File: config.mk
export PLATFORM = sky130hd
export DESIGN_NAME = lpb_rd_responder_flat
export DESIGN_NICKNAME = d
export VERILOG_FILES = /design/src/rtl/lpb_rd_if.sv /design/src/rtl/lpb_rd_responder.sv /design/src/flat_wrapper.sv
export SDC_FILE = /design/constraint.sdc
export NUM_CORES = 1
export LEC_CHECK = 0
export CAP_MARGIN = 15
export CORE_UTILIZATION = 50
export DETAILED_ROUTE_END_ITERATION = 8
export GPL_ROUTABILITY_DRIVEN = 0
export PLACE_DENSITY = 0.8
export RECOVER_POWER = 50
export SETUP_SLACK_MARGIN = 0.2
export SYNTH_ARGS = -nofsm -noshare
export SYNTH_HDL_FRONTEND = slang
export SYNTH_SLANG_ARGS = --single-unit
File: constraint.sdc
create_clock -name usb_clk -period 3.9 [get_ports usb_clk]
set_clock_uncertainty 0.05 [all_clocks]
set_input_delay 0.78 -clock usb_clk [delete_from_list [all_inputs] [get_ports usb_clk]]
set_output_delay 0.78 -clock usb_clk [all_outputs]
set_load 0.1 [all_outputs]
File: src/rtl/lpb_rd_if.sv
// Read-side handshake between the loopback checker (master) and a read data source (slave).
interface lpb_rd_if;
  logic        usb_rd;
  logic        usb_rdy;
  logic        usb_rd_valid;
  logic [15:0] usb_rdata;

  modport master (
    output usb_rd,
    input  usb_rdy,
    input  usb_rd_valid,
    input  usb_rdata
  );

  modport slave (
    input  usb_rd,
    output usb_rdy,
    output usb_rd_valid,
    output usb_rdata
  );
endinterface

File: src/rtl/lpb_rd_responder.sv
// Loopback read responder: serves DEPTH+1 ramp words per burst, alternating up/down count,
// with programmable ready delay, LFSR-driven stalls and single-beat error injection.
module lpb_rd_responder #(
  parameter logic [31:0] DEPTH     = 32'hffffff,
  parameter int          RDY_DLY   = 16,
  parameter bit          STALL_EN  = 1'b1,
  parameter logic [15:0] LFSR_SEED = 16'hACE1
) (
  input  logic         usb_clk,
  input  logic         usb_rst,
  input  logic         enable,
  input  logic         read_start,
  lpb_rd_if.slave      rd_bus,
  input  logic         inject_err,
  output logic         burst_done,
  output logic [31:0]  words_sent
);

  localparam logic [1:0] ST_IDLE  = 2'd0;
  localparam logic [1:0] ST_ARM   = 2'd1;
  localparam logic [1:0] ST_SERVE = 2'd2;
  localparam logic [1:0] ST_DONE  = 2'd3;

  localparam logic [15:0] RDY_DLY_W = 16'(RDY_DLY);

  logic [1:0]  state_q, state_d;
  logic [15:0] dly_q, dly_d;
  logic [31:0] remaining_q, remaining_d;
  logic [31:0] words_q, words_d;
  logic [15:0] data_q, data_d;
  logic        loop_q, loop_d;
  logic        active_q, active_d;
  logic [15:0] lfsr_q, lfsr_d;
  logic        valid_q, valid_d;
  logic [15:0] rdata_q, rdata_d;

  logic lfsr_fb;
  logic stall;

  // Fibonacci taps 16,14,13,11 (bit indices 15,13,12,10).
  assign lfsr_fb = lfsr_q[15] ^ lfsr_q[13] ^ lfsr_q[12] ^ lfsr_q[10];
  assign stall   = STALL_EN && (lfsr_q[1:0] == 2'b00);

  always_comb begin
    // NOTE: every variable gets a default first so no path leaves it unassigned (no latch).
    state_d     = state_q;
    dly_d       = dly_q;
    remaining_d = remaining_q;
    words_d     = words_q;
    data_d      = data_q;
    loop_d      = loop_q;
    active_d    = active_q;
    lfsr_d      = lfsr_q;
    valid_d     = 1'b0;
    rdata_d     = rdata_q;

    if (state_q != ST_IDLE && !enable) begin
      // Abort: pattern data and direction survive so the next burst continues the ramp.
      state_d  = ST_IDLE;
      active_d = 1'b0;
    end else begin
      case (state_q)
        ST_IDLE: begin
          if (enable && read_start) begin
            state_d     = ST_ARM;
            loop_d      = ~loop_q;
            remaining_d = DEPTH;
            words_d     = 32'd0;
            dly_d       = RDY_DLY_W;
            active_d    = 1'b1;
          end
        end
        ST_ARM: begin
          if (dly_q == 16'd0) state_d = ST_SERVE;
          else                dly_d   = dly_q - 16'd1;
        end
        ST_SERVE: begin
          lfsr_d = {lfsr_q[14:0], lfsr_fb};
          if (rd_bus.usb_rd && !stall && active_q) begin
            valid_d     = 1'b1;
            rdata_d     = data_q ^ {15'b0, inject_err};
            data_d      = loop_q ? data_q + 16'd1 : data_q - 16'd1;
            words_d     = words_q + 32'd1;
            remaining_d = remaining_q - 32'd1;
            if (remaining_q == 32'd0) begin
              active_d = 1'b0;
              state_d  = ST_DONE;
            end
          end
        end
        ST_DONE:  state_d = ST_IDLE;
        default:  state_d = ST_IDLE;
      endcase
    end
  end

  // NOTE: state registers use non-blocking assignments so every flop samples pre-edge values.
  always_ff @(posedge usb_clk) begin
    if (usb_rst) begin
      state_q     <= ST_IDLE;
      dly_q       <= 16'd0;
      remaining_q <= 32'd0;
      words_q     <= 32'd0;
      data_q      <= 16'd0;
      loop_q      <= 1'b0;
      active_q    <= 1'b0;
      lfsr_q      <= LFSR_SEED;
      valid_q     <= 1'b0;
      rdata_q     <= 16'd0;
    end else begin
      state_q     <= state_d;
      dly_q       <= dly_d;
      remaining_q <= remaining_d;
      words_q     <= words_d;
      data_q      <= data_d;
      loop_q      <= loop_d;
      active_q    <= active_d;
      lfsr_q      <= lfsr_d;
      valid_q     <= valid_d;
      rdata_q     <= rdata_d;
    end
  end

  assign rd_bus.usb_rdy      = (state_q == ST_SERVE);
  assign rd_bus.usb_rd_valid = valid_q;
  assign rd_bus.usb_rdata    = rdata_q;
  assign burst_done          = (state_q == ST_DONE);
  assign words_sent          = words_q;

endmodule
File: src/flat_wrapper.sv
// flat-port wrapper written by rule: the top's interface ports become plain ports
module lpb_rd_responder_flat 
#(
  parameter logic [31:0] DEPTH     = 32'hffffff,
  parameter int          RDY_DLY   = 16,
  parameter bit          STALL_EN  = 1'b1,
  parameter logic [15:0] LFSR_SEED = 16'hACE1
)
  (usb_clk, usb_rst, enable, read_start, inject_err, burst_done, words_sent, rd_bus_usb_rd, rd_bus_usb_rdy, rd_bus_usb_rd_valid, rd_bus_usb_rdata);
  lpb_rd_if rd_bus_i ();
  input  logic usb_clk;
  input  logic usb_rst;
  input  logic enable;
  input  logic read_start;
  input  logic inject_err;
  output logic burst_done;
  output logic [31:0] words_sent;
  input wire logic [$bits(rd_bus_i.usb_rd)-1:0] rd_bus_usb_rd;
  output wire logic [$bits(rd_bus_i.usb_rdy)-1:0] rd_bus_usb_rdy;
  output wire logic [$bits(rd_bus_i.usb_rd_valid)-1:0] rd_bus_usb_rd_valid;
  output wire logic [$bits(rd_bus_i.usb_rdata)-1:0] rd_bus_usb_rdata;
  assign rd_bus_i.usb_rd = rd_bus_usb_rd;
  assign rd_bus_usb_rdy = rd_bus_i.usb_rdy;
  assign rd_bus_usb_rd_valid = rd_bus_i.usb_rd_valid;
  assign rd_bus_usb_rdata = rd_bus_i.usb_rdata;
  lpb_rd_responder #(.DEPTH(DEPTH), .RDY_DLY(RDY_DLY), .STALL_EN(STALL_EN), .LFSR_SEED(LFSR_SEED)) u_core (.usb_clk(usb_clk), .usb_rst(usb_rst), .enable(enable), .read_start(read_start), .rd_bus(rd_bus_i), .inject_err(inject_err), .burst_done(burst_done), .words_sent(words_sent));
endmodule
==> out/qor.json, run 1 <==
{
  "run_status": "complete, no violations",
  "main_synth_ff_type": "sky130_fd_sc_hd__dfxtp_1",
  "synth_edf_count": 0,
  "route.top_layer_used": "met4",
  "fin_nets": 841,
  "timing.final.max_slew_violations": 0,
  "cts-buffers-inserted": 17,
  "synthesis.instances": 760,
  "first_pass_iteration_count_of_the_detailed_router": 5,
  "setup_repair_after_global_routing_missed_its_margin": "no",
  "timing.critical_path.to_type": "register",
  "final.setup.tns_ps": 0,
  "die_w_um": 114.8,
  "wirelength_mm": 13.47,
  "grt.overflow.total": 0,
  "areaGrowthSynthToFinish_pct": 20.76,
  "dpl-instance-area_sq_mm": 0.007079,
  "worst_hold_path_type": "register to register",
  "synth-seq-area-share": 0.4187,
  "crit_type": "primary input to register",
  "core_area_sq_mm": 0.01221,
  "maxSlewHeadroom": 0.2242,
  "clock_tree.htree_level_count": 4,
  "remaining_drcs": 0,
  "report.power.total_mw": 4.667,
  "cp.arrival_ps": 3480,
  "synth-async-reset-ratio": 0,
  "antenna_found_initial": 0,
  "hpwlAfterDp_mm": 8.821,
  "rows": 40,
  "ctsLongestPathBuffers": 2,
  "synth.net_count": 790,
  "layout.cell_area.non_filler_sq_mm": 0.007679,
  "placedCellCount": 960,
  "worstMarginPinSlew_ps": 1169,
  "clk_pin_slew_worst_paths_ps": 60,
  "cts_repair_resize_count": 0,
  "cts.sinks": 133,
  "detailedRoute.firstIterationViolations": 388,
  "source_to_sink_clock_delay_at_the_later_pin_of_the_worst_skew_pair_ps": 420,
  "critical_path.max_fanout": 23,
  "met2_layer_wire_length_in_the_routed_design_mm": 6.275,
  "worst_ir_drop_vdd_v": 0.0004305,
  "grt_first_pass_wirelength_mm": 22.80,
  "power.density_cell_area_mw_per_mm2": 607.8,
  "p_leak_nw": 2.840,
  "layoutNonFillerInstCount": 992,
  "final.period_utilization": 0.8185,
  "syn_area_per_cell_sq_um": 8.367,
  "post_synth_instance_area_sq_mm": 0.006359,
  "r2r_setup_slack_ps": 830,
  "place.port_buffers": 56,
  "antenna_cells_inserted": 0,
  "critical_path_required_ps": 4190,
  "post_drt_via_cell_ratio": 5.473,
  "final_core_utilization": 0.6288,
  "post-cts-setup-buffers": 0,
  "synth.distinct_cells": 54,
  "yosys_warnings": 0,
  "ioPinCount": 57,
  "timing.final.setup_violations": 0,
  "cap_viol_max_count": 0,
  "first_global_vias": 5018,
  "tritoncts": "done",
  "route.detailed.wl_per_inst_um": 13.58,
  "clock-root-buffer": "sky130_fd_sc_hd__clkbuf_16",
  "vias": 5429,
  "report.final.hold_viol_count": 0,
  "yosys_reg_bits": 133,
  "crit_path_start_kind": "primary input",
  "starting_utilization_of_the_core_area": 0.5207,
  "reg2reg_from": "u_core.state_q[0]",
  "m1WireLength_mm": 6.297,
  "die_y_um": 114.8,
  "layout-drive-gt1-share": 0.06796,
  "post_cts_hold_buffer_count": 0,
  "met3_wire_length_um": 713,
  "grt_start_max_net_pins": 73,
  "hold_start": "u_core.rd_bus.usb_rdata[10]",
  "worstSetupStartpoint": "enable",
  "grt_util_all_layers": 0.2157,
  "most-common-layout-cells": "sky130_fd_sc_hd__dfxtp_1 (133), sky130_fd_sc_hd__nand2_1 (102), sky130_fd_sc_hd__nor2_1 (78)",
  "ant_nets": 0,
  "post-route-min-period_ps": 3192,
  "floorplan.die_area_sq_mm": 0.01317,
  "max_clock_freq_mhz": 313.3,
  "layout_commonest_cell": "sky130_fd_sc_hd__dfxtp_1"
}
[cells by family (layout without fill, tap and decap cells)]
family | after synthesis | after routing | synth area share
muxes | 4 | 4 | 0.006690
DFF | 133 | 133 | 0.4187
adders and majority gates | 24 | 24 | 0.04841
AOI/OAI and AO/OA | 140 | 140 | 0.1348
and+or+nand+nor | 321 | 321 | 0.2460
xor gates and xnor gates | 81 | 81 | 0.1116
buffers and inverters | 57 | 121 | 0.03384
[cells in the mapped netlist (all sizes together), types with 12 or more instances]
cell,number,area [sq um]
nor3,24,125.1
nor4,13,96.34
nand2,102,382.9
dfxtp,133,2663
ha,23,287.8
nand3,32,160.2
a21oi,69,345.3
o21ai,16,80.07
clkbuf,33,123.9
xor2,43,376.6
inv,20,75.07
nor2,78,292.8
or4,12,102.6
nand4,16,100.1
xnor2,38,332.8
[layout make-up]
| class | count | area [sq um] |
|---|---|---|
| multi-input combinational | 570 | 3473 |
| sequential | 133 | 2663 |
| clock buffer | 19 | 452.9 |
| clock inverter | 13 | 180.2 |
| tap | 168 | 210.2 |
| inverter | 20 | 75.07 |
| fill | 1070 | 4533 |
| timing repair buffer | 69 | 624.3 |
[metrics by stage]
| stage | hold slack [ps] | worst slack [ps] |
|---|---|---|
| final | 401.6 | 708.0 |
| after global placement | 393.8 | 717.7 |
| after floorplan | 382.1 | 669.5 |
| after global routing | 421.9 | 407.3 |
| after detailed placement | 398.1 | 672.4 |
| after CTS | 406.2 | 907.3 |
[report_power, final]
group / internal [mW] / switching (mW) / total, mW
logic: 0.501 / 0.772 / 1.27
registers: 1.54 / 0.162 / 1.71
clock network: 1.10 / 0.590 / 1.69
total: 3.14 / 1.52 / 4.67
[registers in the layout (all words and copies together) (netlist names)]
signal                      flops
u_core.active_q                 1
u_core.remaining_q             32
u_core.data_q                  16
u_core.rd_bus.usb_rd_valid      1
u_core.dly_q                   16
u_core.words_sent              32
u_core.rd_bus.usb_rdata        16
u_core.lfsr_q                  16
u_core.loop_q                   1
u_core.state_q                  2
[worst max-delay path, stage by stage]
cell                            delay (ps)
sky130_fd_sc_hd__dlygate4sd3_1         750
sky130_fd_sc_hd__nor2_1                120
sky130_fd_sc_hd__nor2_1                100
sky130_fd_sc_hd__clkbuf_1              520
sky130_fd_sc_hd__nand2_1               430
sky130_fd_sc_hd__buf_4                 340
sky130_fd_sc_hd__nor4b_1               270
sky130_fd_sc_hd__a31oi_1                70
sky130_fd_sc_hd__o211ai_1               80
[final timing paths]
kind / depth (start not counted) / to
worst max register to register: 10 / u_core.data_q[12]
worst min-delay path: 2 / u_core.rd_bus.usb_rdata[10]
worst min register to register: 2 / u_core.rd_bus.usb_rdata[10]
worst max-delay path: 9 / u_core.data_q[12]
[metal layers]
metal / GRT usage / vias up
li1: - / 2763
met3: 0.06326 / 20
met2: 0.3523 / 128
met5: 0 / -
met1: 0.2752 / 2518
met4: 0.06840 / 0
(Power assumes the default switching activity.)
==> run 2: changes to the inputs <==
Settings changed: PLACE_DENSITY 0.8 to 0.83.
Clock period 3.9 ns to 2.8 ns, I/O delays scaled along.
==> run 2 against run 1 <==
Against the previous run: sequential power rose by 39%; register-to-register slack got worse by 570 ps; clock power rose by 30%.
==> out/qor.json, run 2 (same netlist as run 1, synthesis figures left out) <==
{
  "layout-drive-gt1-share": 0.1087,
  "areaGrowthSynthToFinish_pct": 18.81,
  "final.setup.tns_ps": 0,
  "crit_type": "register to register",
  "floorplan.die_area_sq_mm": 0.01317,
  "r2r_setup_slack_ps": 260,
  "remaining_drcs": 0,
  "ioPinCount": 57,
  "cellInternalPower_mw": 4.205,
  "grt.overflow.total": 0,
  "cpMaxStageDelayCell": "sky130_fd_sc_hd__ha_1",
  "timing.critical_path.cells": "inv_4 -> buf_4 -> ha_1 -> and3_1 -> a21o_1 -> a221oi_1 -> o31ai_1 -> mux2i_1 -> mux2_2",
  "hpwlAfterDp_mm": 9.264,
  "worstHoldPathCells": 2,
  "die_y_um": 114.8,
  "detailedRoute.firstIterationViolations": 429,
  "clock-root-buffer": "sky130_fd_sc_hd__clkbuf_16",
  "post_cts_hold_buffer_count": 0,
  "worst_path_buf_inv": 2,
  "wirelength_mm": 13.98,
  "grt_start_max_net_pins": 73,
  "share_seq_of_total_power": 0.367,
  "hold_start": "u_core.rd_bus.usb_rdata[10]",
  "final.period_utilization": 0.9065,
  "ctsLongestPathBuffers": 2,
  "cts-buffers-inserted": 17,
  "critical_path.max_fanout": 9,
  "antenna_cells_inserted": 0,
  "timing.critical_path.to_type": "register",
  "clockPowerShare": 0.338,
  "reg2reg_to": "u_core.data_q[15]",
  "power.switching_mw": 2.274,
  "p_leak_nw": 2.842,
  "critPathTopFamily": "compound AO/OA/AOI/OAI gates",
  "route.detailed.wl_per_inst_um": 13.78,
  "timing.final.max_slew_violations": 0,
  "post-route-min-period_ps": 2538,
  "cts.sinks": 133,
  "vias": 5542,
  "first_global_vias": 5200,
  "post_drt_via_cell_ratio": 5.465,
  "max_clock_freq_mhz": 394.0,
  "clk_pin_slew_worst_paths_ps": 70,
  "worst_hold_path_type": "register to register",
  "swShare": 0.3510,
  "maxSlewHeadroom": 0.1702,
  "report.final.hold_viol_count": 0,
  "most-common-layout-cells": "sky130_fd_sc_hd__dfxtp_1 (132), sky130_fd_sc_hd__nand2_1 (101), sky130_fd_sc_hd__nor2_1 (78)",
  "ant_nets": 0,
  "rows": 40,
  "tritoncts": "done",
  "critical_path_required_ps": 3070,
  "report.power.total_mw": 6.479,
  "source_to_sink_clock_delay_at_the_later_pin_of_the_worst_skew_pair_ps": 430,
  "timing.final.setup_violations": 0,
  "crit_path_max_incr_delay_ps": 390,
  "final.hold.worst_slack_ps": 404.2,
  "worst_ir_drop_vdd_v": 0.0005004,
  "fin_nets": 863,
  "run_status": "complete, no violations",
  "grt_util_all_layers": 0.2240,
  "comb_power_share": 0.295,
  "power.density_cell_area_mw_per_mm2": 857.6,
  "crit_path_start_kind": "register",
  "clock_tree.htree_level_count": 4,
  "grt_first_pass_wirelength_mm": 23.63,
  "place.port_buffers": 56,
  "final_core_utilization": 0.6186,
  "starting_utilization_of_the_core_area": 0.5207,
  "rr_worst_depth": 9,
  "layout_commonest_cell": "sky130_fd_sc_hd__dfxtp_1",
  "fillCellCount": 1124,
  "cp.arrival_ps": 2810,
  "setup_repair_after_global_routing_missed_its_margin": "yes",
  "antenna_found_initial": 0,
  "worstHoldEndpoint": "u_core.rd_bus.usb_rdata[10]",
  "cap_viol_max_count": 0,
  "reg2reg_from": "u_core.loop_q",
  "core_area_sq_mm": 0.01221,
  "die_w_um": 114.8,
  "first_pass_iteration_count_of_the_detailed_router": 5,
  "worstMarginPinSlew_ps": 1250
}
[run 2: cell types whose count changed in the layout (fill, tap and decap cells not counted), moves of 3 or more]
| cell | previous run | this run |
|---|---|---|
| sky130_fd_sc_hd__clkdlybuf4s50_1 | 53 | 3 |
| sky130_fd_sc_hd__clkbuf_1 | 7 | 52 |
| sky130_fd_sc_hd__buf_4 | 7 | 30 |
| sky130_fd_sc_hd__clkinv_2 | 4 | 0 |
| sky130_fd_sc_hd__inv_6 | 0 | 4 |
| sky130_fd_sc_hd__inv_8 | 0 | 4 |
| sky130_fd_sc_hd__bufinv_16 | 4 | 1 |
[run 2: metal layers]
metal / routed length, um / up-vias / share of wire / GRT usage
li1: - / 2799 / - / -
met1: 6525 / 2641 / 0.47 / 0.2783
met2: 6644 / 94 / 0.48 / 0.3721
met3: 709 / 8 / 0.051 / 0.06589
met4: 98 / 0 / 0.0070 / 0.07706
met5: 0 / - / 0 / 0
[run 2: tightest hold or removal path, stage by stage, from the launching register on]
cell and delay, ps:
sky130_fd_sc_hd__dfxtp_1 310, sky130_fd_sc_hd__nand2_1 50, sky130_fd_sc_hd__a21oi_1 50
[run 2: cell type report]
cell class / count / area (sq um) / area share
Clock inverter: 15 / 160.2 / 0.02120
Inverter: 20 / 77.57 / 0.01027
Sequential cell: 133 / 2664 / 0.3526
Tap cell: 168 / 210.2 / 0.02782
Timing Repair Buffer: 91 / 515.5 / 0.06823
Clock buffer: 17 / 425.4 / 0.05631
Multi-Input combinational cell: 570 / 3502 / 0.4636
[run 2: worst max path at each step]
stage | start | cells after the start | end
2_1_floorplan | u_core.words_sent[5] | 7 | u_core.words_sent[23]
3_3_place_gp | rd_bus_usb_rd | 8 | u_core.remaining_q[27]
3_5_place_dp | rd_bus_usb_rd | 8 | u_core.remaining_q[27]
4_1_cts | u_core.loop_q | 8 | u_core.data_q[14]
5_1_grt | u_core.state_q[0] | 10 | u_core.data_q[15]
6_report | u_core.loop_q | 9 | u_core.data_q[15]
[run 2: power by group through the flow]
stage	Combinational, mW	Sequential, mW	Clock, mW
3_5_place_dp	1.89	2.41	0
5_1_grt	2.14	2.41	2.32
6_report	1.91	2.38	2.19
3_3_place_gp	1.85	2.40	0
2_1_floorplan	1.47	2.37	0
4_1_cts	1.92	2.38	2.23
[run 2: what timing repair did]
| item | 4_1_cts | 5_1_grt |
|---|---|---|
| hold endpoints to repair | 0 | 0 |
| setup endpoints to repair | 2 | 16 |
| pin swaps | 0 | 1 |
| resized for setup | 1 | 8 |
| setup buffers | 0 | 1 |
[run 2: through the flow]
| stage | std cells | cell area, sq um | worst slack, ps |
|---|---|---|---|
| floorplan | 760 | 6380 | 206.5 |
| global placement | 981 | 7156 | 204.6 |
| detailed placement | 981 | 7156 | 165.3 |
| CTS | 1013 | 7741 | 235.8 |
| global route | 1014 | 7555 | 98.40 |
| finish | 1014 | 7555 | 261.9 |
